## src/rtl/fm_tuning_word_gen.sv

```systemverilog
// FM tuning word generator: carrier +/- (deviation * |sample|) >> (MW-1), with saturation.
// Iterative shift-add multiply, one sample bit per clock.
module fm_tuning_word_gen #(
  parameter int unsigned DW = 48,
  parameter int unsigned MW = 16
) (
  input  logic          Clock,
  input  logic          Reset,
  input  logic [DW-1:0] Carrier,
  input  logic [DW-1:0] Deviation,
  input  logic [MW-1:0] Mod_Sample,
  input  logic          Mod_Valid,
  input  logic          FM_EN,
  output logic [DW-1:0] FTW_Out,
  output logic          FTW_Valid,
  output logic          Busy,
  output logic          Overrun
);

  localparam int unsigned AW = DW + MW;
  localparam int unsigned CW = $clog2(MW);

  localparam logic [1:0] IDLE = 2'd0;
  localparam logic [1:0] MUL  = 2'd1;
  localparam logic [1:0] ADD  = 2'd2;

  logic [1:0]    state;
  logic [DW-1:0] carrier;
  logic [DW-1:0] deviation;
  logic [MW-1:0] magnitude;
  logic          sign;
  logic [AW-1:0] acc;
  logic [CW-1:0] cnt;

  logic [MW-1:0] sample_mag;
  logic [AW-1:0] partial;
  logic [DW:0]   scaled;
  logic [DW+1:0] sum;
  logic          borrow;
  logic [DW-1:0] ftw_next;

  // Two's complement negate; the most negative sample maps to 2^(MW-1) exactly.
  assign sample_mag = Mod_Sample[MW-1] ? (~Mod_Sample + MW'(1)) : Mod_Sample;
  assign partial    = {{MW{1'b0}}, deviation} << cnt;
  assign scaled     = acc[AW-1:MW-1];
  assign sum        = {1'b0, {1'b0, carrier}} + {1'b0, scaled};
  assign borrow     = scaled > {1'b0, carrier};
  assign Busy       = (state != IDLE);

  always_comb begin
    ftw_next = '0;
    if (sign) begin
      ftw_next = borrow ? '0 : (carrier - scaled[DW-1:0]);
    end else begin
      ftw_next = (sum[DW+1:DW] != 2'b00) ? '1 : sum[DW-1:0];
    end
  end

  always_ff @(posedge Clock) begin
    if (!Reset) begin
      state     <= IDLE;
      carrier   <= '0;
      deviation <= '0;
      magnitude <= '0;
      sign      <= 1'b0;
      acc       <= '0;
      cnt       <= '0;
      FTW_Out   <= '0;
      FTW_Valid <= 1'b0;
      Overrun   <= 1'b0;
    end else begin
      FTW_Valid <= 1'b0;
      if (Mod_Valid && (state != IDLE)) begin
        Overrun <= 1'b1;
      end
      case (state)
        IDLE: begin
          if (Mod_Valid) begin
            carrier   <= Carrier;
            deviation <= Deviation;
            magnitude <= sample_mag;
            sign      <= Mod_Sample[MW-1];
            acc       <= '0;
            cnt       <= '0;
            // Bypass skips MUL; the zero accumulator makes the result equal Carrier.
            state     <= FM_EN ? MUL : ADD;
          end
        end
        MUL: begin
          if (magnitude[cnt]) begin
            acc <= acc + partial;
          end
          cnt <= cnt + CW'(1);
          if (cnt == CW'(MW - 1)) begin
            state <= ADD;
          end
        end
        ADD: begin
          FTW_Out   <= ftw_next;
          FTW_Valid <= 1'b1;
          state     <= IDLE;
        end
        default: state <= IDLE;
      endcase
    end
  end

endmodule

```

## config.mk

```make
export PLATFORM = sky130hd
export DESIGN_NAME = fm_tuning_word_gen
export DESIGN_NICKNAME = d
export VERILOG_FILES = /design/src/rtl/fm_tuning_word_gen.sv
export SDC_FILE = /design/constraint.sdc
export NUM_CORES = 1
export LEC_CHECK = 0
export CAP_MARGIN = 15
export CORE_ASPECT_RATIO = 0.5
export CORE_MARGIN = 5
export CORE_UTILIZATION = 45
export DETAILED_ROUTE_END_ITERATION = 10
export PLACE_DENSITY = 0.65
export SETUP_SLACK_MARGIN = 0.3
export SLEW_MARGIN = 0
export SYNTH_ARGS = -nofsm -noshare
export SYNTH_HDL_FRONTEND = slang
export SYNTH_SLANG_ARGS = --single-unit
```

## constraint.sdc

```tcl
create_clock -name Clock -period 6.2 [get_ports Clock]
set_input_delay 1.24 -clock Clock [delete_from_list [all_inputs] [get_ports Clock]]
set_output_delay 1.24 -clock Clock [all_outputs]
set_load 0.01 [all_outputs]
```

==> results.py, run 1 <==
metrics = {
    "outcome": {
        "status": "finished clean",
    },
    "timing": {
        "timing.final.crit_share": 0.803,
        "finalSetupViolCount": 0,
        "min_period_ps": 4980,
        "clock_skew_ps": 13.8,
        "tightest_slew_ps": 1140,
        "fmax_ghz": 0.201,
        "tns_ps": 0,
        "rsz0062_at_grt": "no",
        "hold_viol": 0,
        "max_slew_margin": 0.240,
        "maxSlewViolCount": 0,
    },
    "pwr": {
        "ir_drop_mv": 0.173,
        "p_per_area_nw_per_um2": 181,
        "p_leak_nw": 9.60,
    },
    "floorplan": {
        "die_area_um2": 53200,
        "rows": 57,
        "io_pins": 167,
        "die_h_um": 166,
        "start_util": 0.452,
        "coreArea_um2": 48200,
        "chipWidth_um": 321,
    },
    "yosys": {
        "synth.avg_cell_area_um2": 7.47,
        "yosysWarnings": 0,
        "synthDistinctLibCells": 106,
        "synth_area_um2": 21800,
        "ys_ff_latch": 233,
        "async_flop_share": 0,
        "yosysSeqAreaShare": 0.214,
        "syn-num-nets": 3249,
        "synthCells": 2922,
        "synth_edf_count": 0,
        "synth_flop_cell": "dfxtp_1",
    },
    "drt": {
        "routed_via_density": 6.01,
        "finalWirelength_um": 75300,
        "wire_per_inst_um": 20.8,
        "drtAntennaViolNets": 0,
        "drc": 0,
        "drt_iter0_markers": 2134,
        "route.vias.total": 21800,
        "first_pass_iters": 6,
    },
    "hold_path": {
        "whs_endpoint": "magnitude[15]$_SDFFE_PN0P_",
        "hold_depth": 2,
        "hold_class": "reg2reg",
        "hp-start": "magnitude[15]$_SDFFE_PN0P_",
    },
    "critical_path": {
        "path_buf_inv": 0,
        "cp_top_family": "compound AO/OA/AOI/OAI gates",
        "path_cells": "mux4_2 -> and2_1 -> a211oi_1 -> a21oi_1 -> ha_1 -> a21o_1 -> a211oi_2 -> o211ai_1 -> o31ai_2 -> a211oi_2 -> a21oi_2 -> o21ai_1 -> a221oi_2 -> xor2_1 -> o21ai_1",
        "cp-startpoint": "cnt[0]$_SDFFE_PN0P_",
        "worst_setup_path_start_kind": "flip-flop",
        "crit_type": "reg2reg",
        "rr_worst_depth": 15,
        "slowest_delay_ps": 830,
        "critPathSlowestCell": "dfxtp_4",
        "regToRegSetupSlack_ps": 1220,
        "arrival_ps": 5420,
        "worst-path-stages": 15,
        "rr_endpoint": "acc[61]$_SDFFE_PN0P_",
        "cp.required_ps": 6640,
        "end_kind": "flip-flop",
        "critPathMaxFanout": 52,
        "rr_startpoint": "cnt[0]$_SDFFE_PN0P_",
    },
    "cts": {
        "cts_buffers": 25,
        "clk_pin_slew_ps": 70,
        "root_buffer": "clkbuf_16",
        "clockBufferDepth": 3,
        "cts_tree": "built",
        "post-cts-setup-buffers": 0,
        "cts_hold_buf": 0,
        "htreeDepth": 1,
        "cts_resized": 0,
        "clock_latency_ps": 580,
        "clock_sinks": 233,
    },
    "placed_design": {
        "gp_congestion": 1.07,
        "dpl.hpwl_um": 58100,
        "place.port_buffers": 166,
    },
    "finish": {
        "drive_gt1_frac": 0.0632,
        "fin_util": 0.509,
        "antenna-diode-count": 0,
        "syn2layout_area_growth_pct": 12.5,
        "fill_cells": 4842,
        "fin_nets": 3282,
    },
    "flow_run": {
        "drv_cap": 0,
    },
    "global_route": {
        "grt_pass1_vias": 20100,
        "grt_usage": 0.267,
        "grt_overflow": 0,
        "antenna_found_initial": 2,
        "grt_start_max_net_pins": 123,
        "grt_pass1_wl_um": 115000,
    },
}
==> routing by layer <==
layer,track usage,part of all wire
met5,0,0.00036
met4,0.0801,0.036
met3,0.0700,0.092
met2,0.402,0.42
met1,0.375,0.45
==> Yosys cell counts, types with 47 or more instances <==
master,n,area [µm²]
dfxtp_1,233,4660
a21oi_1,406,2030
nand2_1,395,1480
nor2_1,200,751
clkbuf_1,114,428
xnor2_1,100,876
mux2i_1,60,601
a21o_1,47,353
nand3_1,64,320
a31oi_1,48,300
o21ai_0,182,911
ha_1,208,2600
inv_1,166,623
==> how the worst max path moves through the flow <==
stage                      endpoint  slack [ps]
2_1_floorplan  acc[60]$_SDFFE_PN0P_        1760
3_3_place_gp   acc[60]$_SDFFE_PN0P_        1310
3_5_place_dp   acc[61]$_SDFFE_PN0P_        1240
4_1_cts        acc[61]$_SDFFE_PN0P_        1230
5_1_grt        acc[63]$_SDFFE_PN0P_         870
6_report       acc[61]$_SDFFE_PN0P_        1220
==> placed cells by master (no fill, tap or decap), types with 10 or more instances in the layout <==
cell type	Yosys	routed
a21o_1	47	47
and3_1	22	22
a211oi_1	32	32
clkdlybuf4s50_1	0	165
nor3_1	40	39
mux2i_1	60	60
a21oi_1	406	406
xor2_1	38	38
o21ai_1	12	12
nand2_1	395	394
ha_1	208	208
o31ai_1	23	23
o21ai_0	182	182
mux4_2	45	45
inv_1	166	165
a31oi_1	48	48
nand3_1	64	64
and2_1	21	20
o21bai_1	44	44
nor2_1	200	200
or3_1	19	19
nand4_1	40	40
a22oi_1	10	10
nor4_1	25	25
nor2b_1	26	25
o211ai_1	14	14
clkbuf_16	0	25
xnor2_1	100	100
o21a_1	21	21
nand2b_1	16	16
buf_4	8	19
dfxtp_1	233	228
==> tightest hold or removal path: stages (launching register included) <==
cell and delay, ps:
dfxtp_1 310, nand2_1 50, a21oi_1 50
==> stage by stage <==
stage,instances,hold slack [ps],setup WS [ps],power (mW),area (µm²)
global route,3623,476,867,4.66,24500
finish,3623,447,1220,4.44,24500
CTS,3623,452,1230,4.46,24500
floorplan,2922,429,1760,2.49,21800
detailed placement,3577,444,1240,2.89,23700
global placement,3577,439,1310,2.88,23700
==> state kept, by name (all words and copies together), names as in the netlist <==
register   count
sign           1
state          2
magnitude     16
FTW_Out       48
carrier       48
FTW_Valid      1
cnt            4
acc           64
deviation     48
Overrun        1
==> cell type report <==
| class | count | area [µm²] | area share |
|---|---|---|---|
| inverters | 173 | 652 | 0.0266 |
| flip-flops and latches | 233 | 4670 | 0.190 |
| well taps | 649 | 812 | 0.0331 |
| clock buffers | 29 | 661 | 0.0269 |
| clock inverters | 17 | 156 | 0.00637 |
| multi-input cells | 2335 | 15700 | 0.642 |
| repair buffers | 187 | 1840 | 0.0750 |
==> kinds of logic (layout without fill, tap and decap cells) <==
family / count (synthesis) / in the layout / synth area share
buffers and inverters: 354 / 406 / 0.0656
XOR/XNOR: 138 / 138 / 0.0554
AO/OA/AOI/OAI: 957 / 957 / 0.272
flip-flops: 233 / 233 / 0.214
multiplexers: 114 / 114 / 0.0786
adder cells (fa/ha/maj): 211 / 211 / 0.122
AND/OR/NAND/NOR: 915 / 915 / 0.192
==> report_power, final <==
group	internal [mW]	leakage, nW	total (mW)	switching (mW)
sequential	1.57	1.90	1.65	0.0836
clock	0.826	0.405	1.57	0.740
combinational	0.493	7.29	1.23	0.735
Power figures use the tool's default switching activity.
==> inputs of run 2 (changes only) <==
==> constraint.sdc (replaced) <==
create_clock -name Clock -period 4.7 [get_ports Clock]
set_input_delay 0.94 -clock Clock [delete_from_list [all_inputs] [get_ports Clock]]
set_output_delay 0.94 -clock Clock [all_outputs]
set_load 0.01 [all_outputs]
==> results.py, run 2 (same netlist as run 1, synthesis figures left out) <==
metrics = {
    "drt": {
        "first_pass_iters": 6,
        "drc": 0,
        "routed_via_density": 5.98,
        "route.vias.total": 21900,
        "finalWirelength_um": 77300,
        "drt_iter0_markers": 2139,
        "drtAntennaViolNets": 0,
        "wire_per_inst_um": 21.1,
    },
    "floorplan": {
        "io_pins": 167,
        "die_area_um2": 53200,
        "die_h_um": 166,
        "rows": 57,
        "start_util": 0.452,
        "coreArea_um2": 48200,
        "chipWidth_um": 321,
    },
    "critical_path": {
        "arrival_ps": 4770,
        "worst_setup_path_start_kind": "flip-flop",
        "cp.required_ps": 5180,
        "rr_worst_depth": 16,
        "end_kind": "flip-flop",
        "crit_type": "reg2reg",
        "critPathMaxFanout": 10,
    },
    "cts": {
        "cts_buffers": 24,
        "clock_sinks": 233,
        "root_buffer": "clkbuf_16",
        "clk_pin_slew_ps": 70,
        "cts_tree": "built",
        "clockBufferDepth": 3,
        "clock_latency_ps": 590,
        "htreeDepth": 1,
        "cts_hold_buf": 0,
    },
    "finish": {
        "syn2layout_area_growth_pct": 15.0,
        "antenna-diode-count": 0,
        "layout_common_cells": "a21oi_1 (403), nand2_1 (394), dfxtp_1 (228), ha_1 (203), nor2_1 (199)",
        "fill_cells": 4769,
        "fin_area_um2": 25100,
        "layout_commonest_cell": "a21oi_1",
        "multi_input_area_um2": 15800,
        "fin_util": 0.520,
        "regArea_um2": 4680,
        "drive_gt1_frac": 0.0832,
        "largest_reg_flops": 64,
        "regMostFlops": "acc",
        "fin_nets": 3329,
    },
    "global_route": {
        "top_usage_layer": "met2",
        "grt_overflow": 0,
        "gr-usage-met1": 0.402,
        "grt_start_max_net_pins": 153,
        "grt_usage": 0.275,
        "met2_usage": 0.424,
        "antenna_found_initial": 3,
        "globalRouteMet3Util": 0.0466,
        "grt_pass1_vias": 20300,
        "grt_pass1_wl_um": 118000,
    },
    "timing": {
        "max_slew_margin": 0.392,
        "rsz0062_at_grt": "yes",
        "maxSlewViolCount": 0,
        "finalSetupViolCount": 0,
        "tns_ps": 0,
        "clock_skew_ps": 20.4,
        "min_period_ps": 4280,
        "timing.final.crit_share": 0.912,
        "tightest_slew_ps": 911,
        "hold_viol": 0,
        "fmax_ghz": 0.233,
    },
    "pwr": {
        "sw_frac_of_total": 0.339,
        "p_sw_mw": 2.03,
        "p_comb_frac": 0.279,
        "pwr-share-clk": 0.360,
        "seq_power_share": 0.362,
        "p_per_area_nw_per_um2": 238,
        "p_int_mw": 3.96,
        "ir_drop_mv": 0.231,
        "power.total_mw": 5.98,
        "p_leak_nw": 9.87,
    },
    "placed_design": {
        "place.port_buffers": 166,
        "dpl.hpwl_um": 60200,
        "gp_congestion": 0.994,
        "place_area_um2": 24000,
    },
    "hold_path": {
        "hold_depth": 2,
        "hold_class": "reg2reg",
    },
    "outcome": {
        "status": "finished clean",
    },
    "flow_run": {
        "drv_cap": 0,
    },
}
run 2: stage by stage:
stage               hold slack [ps]  instances  worst slack (ps)
CTS                             458       3660               303
global placement                440       3613               194
finish                          455       3666               415
global route                    479       3666               252
floorplan                       429       2922               345
detailed placement              448       3613               114
run 2: path summary, 6_finish.rpt:
check,start,to,slack (ps)
worst max-delay path,cnt[0]$_SDFFE_PN0P_,acc[60]$_SDFFE_PN0P_,420
worst min-delay path,magnitude[15]$_SDFFE_PN0P_,magnitude[15]$_SDFFE_PN0P_,460
worst max register to register,cnt[0]$_SDFFE_PN0P_,acc[60]$_SDFFE_PN0P_,420
worst min register to register,magnitude[15]$_SDFFE_PN0P_,magnitude[15]$_SDFFE_PN0P_,460
run 2: power groups by stage:
stage / Combinational, mW / Sequential, mW / Clock [mW]
2_1_floorplan: 1.11 / 2.18 / 0
3_3_place_gp: 1.61 / 2.21 / 0
3_5_place_dp: 1.61 / 2.22 / 0
4_1_cts: 1.63 / 2.16 / 2.19
5_1_grt: 1.81 / 2.18 / 2.28
6_report: 1.67 / 2.17 / 2.15
run 2: layout make-up:
cell class,count,area share
Sequential cell,233,0.186
Clock inverter,10,0.00583
Timing Repair Buffer,235,0.0914
Multi-Input combinational cell,2335,0.630
Clock buffer,31,0.0278
Inverter,173,0.0260
Tap cell,649,0.0324
run 2: repair_timing:
item | 4_1_cts | 5_1_grt
endpoints found under the hold margin | 0 | 0
buffers inserted | 6 | 5
setup endpoints to repair | 9 | 20
gates cloned | 0 | 1
resized for setup | 3 | 21
pin swaps | 2 | 3
run 2: critical path, cell delays in order, from the launching register on:
cell       delay, ps
dfxtp_4          380
buf_12           140
mux4_2           550
and2_1           180
a211oi_1         320
a21oi_1           80
ha_1             330
a21oi_2          210
nand2_1          110
nor2_1           120
a21oi_1          110
a21o_2           270
a2111oi_4        480
nor4_2           120
o211a_1          230
or3_1            300
a32o_1           240
run 2: routing by layer:
| layer | routed length, µm | vias up |
|---|---|---|
| li1 | - | 10600 |
| met1 | 35400 | 10400 |
| met2 | 33200 | 829 |
| met3 | 6580 | 122 |
| met4 | 2100 | 0 |
| met5 | 0 | - |
